`config.mk`:
```
export PLATFORM = sky130hd
export DESIGN_NAME = rtc_cmd_sched
export DESIGN_NICKNAME = d
export VERILOG_FILES = /design/src/rtl/rtc_cmd_pkg.sv /design/src/rtl/rtc_bcd_check.sv /design/src/rtl/rtc_cmd_sched.sv
export SDC_FILE = /design/constraint.sdc
export NUM_CORES = 1
export LEC_CHECK = 0
export CORE_MARGIN = 8
export CORE_UTILIZATION = 35
export CTS_CLUSTER_DIAMETER = 150
export DETAILED_ROUTE_END_ITERATION = 16
export GPL_TIMING_DRIVEN = 0
export PLACE_DENSITY = 0.64
export SYNTH_ARGS = -nofsm -noshare
export SYNTH_HDL_FRONTEND = slang
export SYNTH_SLANG_ARGS = --single-unit
```
`constraint.sdc`:
```
create_clock -name clk_i -period 5.8 [get_ports clk_i]
set_clock_uncertainty 0.1 [all_clocks]
set_input_delay 1.16 -clock clk_i [delete_from_list [all_inputs] [get_ports clk_i]]
set_output_delay 1.16 -clock clk_i [all_outputs]
set_load 0.1 [all_outputs]
```
`src/rtl/rtc_cmd_pkg.sv`:
```
// rtl/rtc_cmd_pkg.sv - shared opcodes, states, payload layout and BCD helpers for rtc_cmd_sched
package rtc_cmd_pkg;

  localparam int CLK_W        = 22;
  localparam int TMR_W        = 17;
  localparam int INIT_LSB     = 22;
  localparam int INIT_W       = 10;
  localparam int ALM_MASK_LSB = 24;
  localparam int ALM_MASK_W   = 6;
  localparam int RETRIG_BIT   = 30;
  localparam int EN_BIT       = 31;

  typedef enum logic [2:0] {
    OP_SET_CLOCK      = 3'd0,
    OP_SET_ALARM_CLK  = 3'd1,
    OP_SET_ALARM_DATE = 3'd2,
    OP_SET_TIMER      = 3'd3,
    OP_RD_CLOCK       = 3'd4,
    OP_RD_TIMER       = 3'd5,
    OP_ILL6           = 3'd6,
    OP_ILL7           = 3'd7
  } op_e;

  typedef enum logic [2:0] {
    ST_IDLE,
    ST_CHECK,
    ST_ISSUE,
    ST_SETTLE,
    ST_RESP
  } state_e;

  function automatic logic bcd_le(input logic [7:0] v, input logic [7:0] max);
    return (v[3:0] <= 4'd9) && (v[7:4] <= 4'd9) && (v <= max);
  endfunction

  // Clock layout is {hh[21:16], mm[15:8], ss[7:0]}.
  function automatic logic clock_ok(input logic [CLK_W-1:0] c);
    return bcd_le({2'b00, c[21:16]}, 8'h23) && bcd_le(c[15:8], 8'h59) && bcd_le(c[7:0], 8'h59);
  endfunction

endpackage

```
`src/rtl/rtc_bcd_check.sv`:
```
// rtl/rtc_bcd_check.sv - command payload validator; full BCD checks only when RTC_CMD_BCD_CHECK_EN is defined
module rtc_bcd_check
  import rtc_cmd_pkg::*;
(
  input  op_e         op_i,
  input  logic [31:0] data_i,
  output logic        valid_o
);

  logic unused_data;
  assign unused_data = ^data_i;

`ifdef RTC_CMD_BCD_CHECK_EN
  always_comb begin
    valid_o = 1'b0;
    case (op_i)
      OP_SET_CLOCK:      valid_o = clock_ok(data_i[CLK_W-1:0]);
      OP_SET_ALARM_CLK:  valid_o = clock_ok(data_i[CLK_W-1:0]) && (data_i[23:22] == 2'b00)
                                   && !data_i[RETRIG_BIT];
      OP_SET_ALARM_DATE: valid_o = bcd_le({2'b00, data_i[5:0]}, 8'h31) && (data_i[5:0] != 6'd0)
                                   && bcd_le({3'b000, data_i[12:8]}, 8'h12) && (data_i[12:8] != 5'd0);
      OP_SET_TIMER,
      OP_RD_CLOCK,
      OP_RD_TIMER:       valid_o = 1'b1;
      default:           valid_o = 1'b0;
    endcase
  end
`else
  assign valid_o = (op_i != OP_ILL6) && (op_i != OP_ILL7);
`endif

endmodule

```
`src/rtl/rtc_cmd_sched.sv`:
```
// rtl/rtc_cmd_sched.sv - round-robin command scheduler for the RTC core (BCD validation via RTC_CMD_BCD_CHECK_EN)
module rtc_cmd_sched
  import rtc_cmd_pkg::*;
#(
  parameter int NUM_REQ = 2
) (
  input  logic                   clk_i,
  input  logic                   rst_i,
  input  logic [NUM_REQ-1:0]     req_valid_i,
  input  logic [3*NUM_REQ-1:0]   req_op_i,
  input  logic [32*NUM_REQ-1:0]  req_data_i,
  output logic [NUM_REQ-1:0]     req_ready_o,
  output logic [NUM_REQ-1:0]     rsp_valid_o,
  output logic                   rsp_err_o,
  output logic [31:0]            rsp_data_o,
  output logic                   clock_update_o,
  output logic [CLK_W-1:0]       clock_o,
  output logic [INIT_W-1:0]      init_sec_cnt_o,
  output logic                   alarm_update_clock_o,
  output logic                   alarm_enable_o,
  output logic [ALM_MASK_W-1:0]  alarm_mask_o,
  output logic [CLK_W-1:0]       alarm_clock_o,
  output logic                   alarm_update_date_o,
  output logic [31:0]            alarm_date_o,
  output logic                   timer_update_o,
  output logic                   timer_enable_o,
  output logic                   timer_retrig_o,
  output logic [TMR_W-1:0]       timer_target_o,
  input  logic [CLK_W-1:0]       clock_i,
  input  logic [TMR_W-1:0]       timer_value_i,
  input  logic                   update_day_i
);

  localparam int IDX_W = (NUM_REQ > 1) ? $clog2(NUM_REQ) : 1;

  state_e                state_q, state_d;
  logic [IDX_W-1:0]      ptr_q, ptr_d, idx_q, idx_d;
  op_e                   op_q, op_d;
  logic [31:0]           data_q, data_d;
  logic                  err_q, err_d;
  logic [CLK_W-1:0]      clock_q, clock_d, alm_clk_q, alm_clk_d;
  logic [INIT_W-1:0]     init_sec_q, init_sec_d;
  logic                  alm_en_q, alm_en_d;
  logic [ALM_MASK_W-1:0] alm_mask_q, alm_mask_d;
  logic [31:0]           alm_date_q, alm_date_d;
  logic                  tmr_en_q, tmr_en_d, tmr_retrig_q, tmr_retrig_d;
  logic [TMR_W-1:0]      tmr_tgt_q, tmr_tgt_d;

  logic                  gnt_found;
  logic [IDX_W-1:0]      gnt_idx;
  logic                  cmd_ok;
  logic                  day_hold;

  rtc_bcd_check u_bcd_check (
    .op_i    (op_q),
    .data_i  (data_q),
    .valid_o (cmd_ok)
  );

  // Search starts just past the last winner so every requester gets a turn.
  always_comb begin
    int c;
    c         = 0;
    gnt_found = 1'b0;
    gnt_idx   = ptr_q;
    for (int i = 0; i < NUM_REQ; i++) begin
      c = int'(ptr_q) + 1 + i;
      if (c >= NUM_REQ) c = c - NUM_REQ;
      if (!gnt_found && req_valid_i[IDX_W'(c)]) begin
        gnt_found = 1'b1;
        gnt_idx   = IDX_W'(c);
      end
    end
  end

  // A clock write must not coincide with the core's own day rollover.
  assign day_hold = (op_q == OP_SET_CLOCK) && update_day_i;

  always_ff @(posedge clk_i or posedge rst_i) begin
    if (rst_i) begin
      state_q      <= ST_IDLE;
      ptr_q        <= IDX_W'(NUM_REQ - 1);
      idx_q        <= '0;
      op_q         <= OP_SET_CLOCK;
      data_q       <= '0;
      err_q        <= 1'b0;
      clock_q      <= '0;
      init_sec_q   <= '0;
      alm_en_q     <= 1'b0;
      alm_mask_q   <= '0;
      alm_clk_q    <= '0;
      alm_date_q   <= '0;
      tmr_en_q     <= 1'b0;
      tmr_retrig_q <= 1'b0;
      tmr_tgt_q    <= '0;
    end else begin
      state_q      <= state_d;
      ptr_q        <= ptr_d;
      idx_q        <= idx_d;
      op_q         <= op_d;
      data_q       <= data_d;
      err_q        <= err_d;
      clock_q      <= clock_d;
      init_sec_q   <= init_sec_d;
      alm_en_q     <= alm_en_d;
      alm_mask_q   <= alm_mask_d;
      alm_clk_q    <= alm_clk_d;
      alm_date_q   <= alm_date_d;
      tmr_en_q     <= tmr_en_d;
      tmr_retrig_q <= tmr_retrig_d;
      tmr_tgt_q    <= tmr_tgt_d;
    end
  end

  always_comb begin
    state_d      = state_q;
    ptr_d        = ptr_q;
    idx_d        = idx_q;
    op_d         = op_q;
    data_d       = data_q;
    err_d        = err_q;
    clock_d      = clock_q;
    init_sec_d   = init_sec_q;
    alm_en_d     = alm_en_q;
    alm_mask_d   = alm_mask_q;
    alm_clk_d    = alm_clk_q;
    alm_date_d   = alm_date_q;
    tmr_en_d     = tmr_en_q;
    tmr_retrig_d = tmr_retrig_q;
    tmr_tgt_d    = tmr_tgt_q;
    case (state_q)
      ST_IDLE: begin
        if (gnt_found) begin
          idx_d   = gnt_idx;
          ptr_d   = gnt_idx;
          op_d    = op_e'(req_op_i[3*gnt_idx +: 3]);
          data_d  = req_data_i[32*gnt_idx +: 32];
          err_d   = 1'b0;
          state_d = ST_CHECK;
        end
      end
      ST_CHECK: begin
        if (!cmd_ok) begin
          err_d   = 1'b1;
          state_d = ST_RESP;
        end else begin
          state_d = ST_ISSUE;
          // Fields land together with the first ISSUE cycle and then hold.
          case (op_q)
            OP_SET_CLOCK: begin
              clock_d    = data_q[CLK_W-1:0];
              init_sec_d = data_q[INIT_LSB +: INIT_W];
            end
            OP_SET_ALARM_CLK: begin
              alm_clk_d  = data_q[CLK_W-1:0];
              alm_mask_d = data_q[ALM_MASK_LSB +: ALM_MASK_W];
              alm_en_d   = data_q[EN_BIT];
            end
            OP_SET_ALARM_DATE: alm_date_d = data_q;
            OP_SET_TIMER: begin
              tmr_tgt_d    = data_q[TMR_W-1:0];
              tmr_retrig_d = data_q[RETRIG_BIT];
              tmr_en_d     = data_q[EN_BIT];
            end
            default: ;
          endcase
        end
      end
      ST_ISSUE:  if (!day_hold) state_d = ST_SETTLE;
      ST_SETTLE: state_d = ST_RESP;
      ST_RESP:   state_d = ST_IDLE;
      default:   state_d = ST_IDLE;
    endcase
  end

  always_comb begin
    req_ready_o          = '0;
    rsp_valid_o          = '0;
    rsp_err_o            = 1'b0;
    rsp_data_o           = '0;
    clock_update_o       = 1'b0;
    alarm_update_clock_o = 1'b0;
    alarm_update_date_o  = 1'b0;
    timer_update_o       = 1'b0;
    if (state_q == ST_IDLE && gnt_found && !rst_i) req_ready_o = NUM_REQ'(1) << gnt_idx;
    if (state_q == ST_ISSUE && !day_hold) begin
      clock_update_o       = (op_q == OP_SET_CLOCK);
      alarm_update_clock_o = (op_q == OP_SET_ALARM_CLK);
      alarm_update_date_o  = (op_q == OP_SET_ALARM_DATE);
      timer_update_o       = (op_q == OP_SET_TIMER);
    end
    if (state_q == ST_RESP) begin
      rsp_valid_o = NUM_REQ'(1) << idx_q;
      rsp_err_o   = err_q;
      if (op_q == OP_RD_CLOCK) rsp_data_o = {10'b0, clock_i};
      if (op_q == OP_RD_TIMER) rsp_data_o = {15'b0, timer_value_i};
    end
  end

  assign clock_o        = clock_q;
  assign init_sec_cnt_o = init_sec_q;
  assign alarm_enable_o = alm_en_q;
  assign alarm_mask_o   = alm_mask_q;
  assign alarm_clock_o  = alm_clk_q;
  assign alarm_date_o   = alm_date_q;
  assign timer_enable_o = tmr_en_q;
  assign timer_retrig_o = tmr_retrig_q;
  assign timer_target_o = tmr_tgt_q;

endmodule
```
== Yosys cells after proc, flatten, opt, wreduce, memory -nomap -nowiden ==
Index checks and enable logic that the tools add are counted.
Word-level totals
  register bits after elaboration: 153
  bits in latches: 0
  memory bits (writable): 0
  ROM bits: 0
  input port bits: 114
  output and inout port bits: 153
  word-level logic and storage cells: 88
  memories: 0
Operators by class
  add/subtract/negate cells: 4
  $mul: 1
  div/mod/pow operators: 0
  order comparisons: 4
  equal/unequal tests: 14
  shifts and indexed selects: 4
  muxes and demuxes: 27
  bitwise operators: 0
  reduce and logical (&&, ||, !) cells: 19
Operator list (number)
  $mux W32: 2
  $shiftx A64 B7 Y32: 1
  $mux W22: 1
  $mux W1: 17
  $reduce_and A3 Y1: 5
  $eq A3 B2 Y1 const B: 4
  $pmux W3 S4: 1
  $eq A3 B3 Y1 const B: 3
  $mux W3: 3
  $eq A3 B1 Y1 const B: 2
  $logic_and A1 B1 Y1: 6
  $logic_not A3 Y1: 2
  $lt A1 B3 Y1 const B: 2
  $ne A2 B2 Y1 const B: 3
  $ne A3 B3 Y1 const B: 2
  $shiftx A6 B4 Y3: 1
  $mux W2: 2
  $reduce_and A2 Y1: 2
  $shl A1 B1 Y2 const A: 2
  $add A2 B1 Y3 const B: 1
  $ge A3 B2 Y1 const B: 1
  $logic_not A1 Y1: 3
  $mul A2 B1 Y3 const A: 1
  $add A1 B1 Y2 const B: 1
  4 further kinds: 5

== Logic depth before layout (Yosys ltp) ==
  depth after elaboration: 13
  mapped depth: 6

== Cells and area by module ==
Synthesis repeated with hierarchy kept, for this count alone.
Unflattened totals
  cell total of the unflattened synthesis: 532
  area, all modules: 6552.5 sq um
By module, submodules not included
  rtc_cmd_sched: times used 1, cells each 531, area each 6548.8 sq um
  rtc_bcd_check: times used 1, cells each 1, area each 3.8 sq um

== Worst setup path before layout ==
No wires, ideal clock.
  path type: input -> output
  start: input update_day_i
  end: output clock_update_o
  arrival: 4.311 ns
  data required time: 4.540 ns
  setup slack: 0.229 ns
  cell stages on the path: 1
  path buffers: 0
  cells stage by stage: nor4b_1
On the way
  longest elaborated chain between the ends: 4
Ends and longest elaborated chain
  from (decl): RTL line rtc_cmd_sched.sv:31  | input logic update_day_i
  $logic_and A1 B1 Y1: RTL line rtc_cmd_sched.sv:77  | assign day_hold = (op_q == OP_SET_CLOCK) && update_day_i;
  $logic_not A1 Y1: RTL line rtc_cmd_sched.sv:186  | if (state_q == ST_ISSUE && !day_hold) begin
  $logic_and A1 B1 Y1: RTL line rtc_cmd_sched.sv:186
  $mux W1: RTL line rtc_cmd_sched.sv:186
  to (decl): RTL line rtc_cmd_sched.sv:16  | output logic clock_update_o,
No other way between the ends.

== Worst setup path in the final report ==
  start: input req_valid_i[0]
  end: output req_ready_o[0]
On the way
  longest elaborated chain between the ends: 9
  elaborated cells between the ends (all ways): 14
  those cells by class: shift (1); mux (9); reduce/logical (4)
Ends and longest elaborated chain
  from (decl): RTL line rtc_cmd_sched.sv:9  | input logic [NUM_REQ-1:0] req_valid_i,
  $mux W1 (implied by the code) (2 in series): RTL line rtc_cmd_sched.sv:69  | if (!gnt_found && req_valid_i[IDX_W'(c)]) begin
  $mux W1: RTL line rtc_cmd_sched.sv:69
  $logic_not A1 Y1: RTL line rtc_cmd_sched.sv:69
  $logic_and A1 B1 Y1: RTL line rtc_cmd_sched.sv:69
  $mux W1: RTL line rtc_cmd_sched.sv:69
  $logic_and A1 B1 Y1 (2 in series): RTL line rtc_cmd_sched.sv:185  | if (state_q == ST_IDLE && gnt_found && !rst_i) req_ready_o = NUM_REQ'(1) << gnt_idx;
  $mux W2 (*): RTL line rtc_cmd_sched.sv:185
  to (decl): RTL line rtc_cmd_sched.sv:12  | output logic [NUM_REQ-1:0] req_ready_o,
Mark *: on every way between the ends. The rest lies on a longest branch, timed or not. The select of a mux whose other input is x is not followed.

==> impl_metrics.yaml <==
detailed_routing:
  met3_length_um: 1480
  ant_nets: 0
  wl_per_cell_um: 19.9
  first_pass_iters: 4
  wl_met2_um: 10100
  drt-met1-wl_um: 8510
  wl_um: 20500
  via_count: 5061
  drtIter0Drc: 294
  drc: 0
  vias_per_cell: 4.91
  highest_layer: "met4"
critical_path:
  critical_path_class: "input port to primary output"
  start_kind: "input port"
  crit_chain: "clkdlybuf4s50_1, or4b_4, buf_6, buf_6, nor3b_2, clkdlybuf4s50_1"
  cp_slowest_cell: "clkdlybuf4s50_1"
  critPathCapture: "req_ready_o[0]"
  max_stage_delay_ns: 1.17
  critPathLaunch: "req_valid_i[0]"
  rr_endpoint: "data_q[8]"
  r2r_setup_slack_ns: 3.21
  r2r_start: "ptr_q"
  critPathBufInv: 4
  worstRegToRegCells: 5
  critPathTopFamily: "buffers and inverters"
  critPathMaxFanout: 10
  path_depth: 6
  cp_data_required_time_ns: 4.54
  arrival_ns: 3.94
  worstSetupEndpointType: "primary output"
global_routing:
  grt_max_degree: 93
  antenna_found_initial: 0
  grt_pass1_vias: 5564
  grt_pass1_wl_um: 31500
  track_usage_pct: 18.0
  grt_overflow: 0
floorplanning:
  ios: 267
  fp.dieW_um: 151
  core_area_um2: 18000
  initial_core_util_pct: 35.8
  die_area_um2: 22900
  die_height_um: 151
  fp-row-count: 49
clocking:
  postCtsHoldBufs: 0
  cts_made_buffers: 17
  clkSlewWorstSetupHoldPaths_ns: 0.06
  htree_levels: 4
  cts_tree: "built"
  cts_root_buffer: "clkbuf_16"
  clockBufferDepth: 2
  cts_setup_buffers: 0
  cts.sinks: 153
  cts_resized: 0
  clk_latency_ns: 0.42
timing:
  max_slew_margin_pct: 30.2
  hold_ws_ns: 0.388
  rsz0062_at_grt: "no"
  fmax_ghz: 0.192
  finalCritPeriodShare_pct: 89.7
  setup_viol: 0
  final-hold-violation-count: 0
  drv_slew: 0
  worstMarginPinSlew_ns: 1.04
  fin_tns_setup_ns: 0
  min_period_ns: 5.20
logic_synthesis:
  synth-edff-count: 0
  synth_top_family_by_area: "multiplexers"
  synthXorXnorAreaFrac_pct: 0.273
  synth_top_cell_by_area: "dfrtp_1"
  synth_compound_area_share_pct: 8.70
  yosys.area_share.simple_pct: 7.13
  syn_area_um2: 6420
  synthMuxAreaShare_pct: 19.8
  yosysSeqAreaShare_pct: 59.6
  synthArstFlopShare_pct: 100
  synthAdderAreaFrac_pct: 0
  synth_flop_cell: "dfrtp_1"
  avgSynthCellArea_um2: 12.7
  syn-instance-count: 504
  yosysUniqueCellTypes: 38
  yosys-top-cells-area: "dfrtp_1 (59%), mux2_1 (14%), mux2_2 (5.6%), o22ai_1 (3.4%), o21ai_1 (2.8%)"
  synth_warnings: 0
  ys_seq_elements: 153
  synth_top_area_share_pct: 59.2
place:
  dp.cells: 998
  post_dp_cell_area_um2: 9330
  gp_congestion: 0.845
  io_buffers: 255
  dpl.hpwl_um: 15500
final_layout:
  antenna_cells: 0
  drive_gt1_share_pct: 13.7
  multi_input_area_um2: 2340
  syn2layout_area_growth_pct: 55.3
  stdcell_count: 1030
  post-route-cell-area_um2: 9980
  register_area_um2: 3830
  final_nets: 902
  fill_cells: 1508
hold_path:
  whs_path_depth: 1
  hold_class: "flop to flop"
job:
  maxCapViolations: 0
run_status:
  status: "complete, no violations"
==> per-layer routing <==
layer / vias up / track usage (%)
li1: 2341 / -
met1: 2527 / 22.0
met2: 164 / 30.0
met3: 29 / 5.11
met4: 0 / 6.38
met5: - / 0
==> synthesized netlist by cell type, drive strengths merged, types with 2 or more instances <==
cell type and n:
o22ai 35, o21ai 36, nor4b 2, a22oi 17, a21oi 2, nor2 25, or3b 3, nor3 4
dfrtp 152, buf 33, and2 5, nor3b 3, mux2 112, nand2 42, clkbuf 14, inv 4
==> cell families (layout without fill, tap and decap cells) <==
family,after synthesis,in the layout
flops,153,153
mux,113,113
compound gates,93,93
simple gates,91,91
buf+inv,51,339
xor+xnor,2,2
other cells,1,10
==> how the worst min path moves through the flow <==
stage / slack (ns) / endpoint / startpoint
after detailed placement: 0.38 / init_sec_cnt_o[4] / init_sec_cnt_o[4]
after CTS: 0.39 / init_sec_cnt_o[8] / init_sec_cnt_o[8]
final: 0.39 / clock_o[19] / clock_o[19]
after global placement: 0.38 / alarm_date_o[29] / alarm_date_o[29]
after floorplan: 0.36 / data_q[22] / data_q[22]
after global routing: 0.40 / init_sec_cnt_o[7] / init_sec_cnt_o[7]
==> worst reg2reg max path, cell delays in order, from the launching register on <==
cell and delay [ns]:
dfstp_2 0.52, clkbuf_1 0.24, xor2_1 0.76, clkbuf_1 0.56
o22ai_1 0.18, o21ai_1 0.17
==> layout by cell type, fill, tap and decap left out, types with 3 or more instances in the layout <==
cell type	n
conb_1	10
mux2_1	80
mux2_2	32
a22oi_1	17
dfrtp_1	152
nor2_1	25
or3b_2	3
o22ai_1	35
inv_1	3
and2_1	5
buf_6	4
o21ai_1	36
nor3_1	3
buf_4	11
bufinv_16	4
clkinv_4	4
clkbuf_1	15
nand2_1	41
clkdlybuf4s50_1	255
buf_2	18
clkbuf_16	17
==> layout make-up <==
type / count / share of cell area, %
well taps: 229 / 2.87
multi-input cells: 309 / 23.5
inverters: 4 / 0.201
flip-flops and latches: 153 / 38.4
plain buffers: 47 / 2.71
repair buffers: 256 / 25.9
clock inverters: 12 / 1.91
clock buffers: 20 / 4.58
==> registers in the layout (all words and copies together), names as in the netlist <==
register        count
state_q             3
err_q               1
op_q                3
timer_enable_o      1
data_q             32
alarm_enable_o      1
init_sec_cnt_o     10
alarm_clock_o      22
clock_o            22
alarm_mask_o        6
ptr_q               1
timer_target_o     17
idx_q               1
alarm_date_o       32
timer_retrig_o      1
==> metrics by stage <==
stage | setup slack (ns) | util, %
global placement | -1.43 | 51.8
CTS | 0.588 | 55.5
detailed placement | 0.601 | 51.9
floorplan | 0.229 | -
finish | 0.598 | 55.5
global route | 0.518 | 55.5
Power is left out: the tool's default activity adds up to more than one toggle a clock period on the data nets, which glitch-free logic cannot reach.
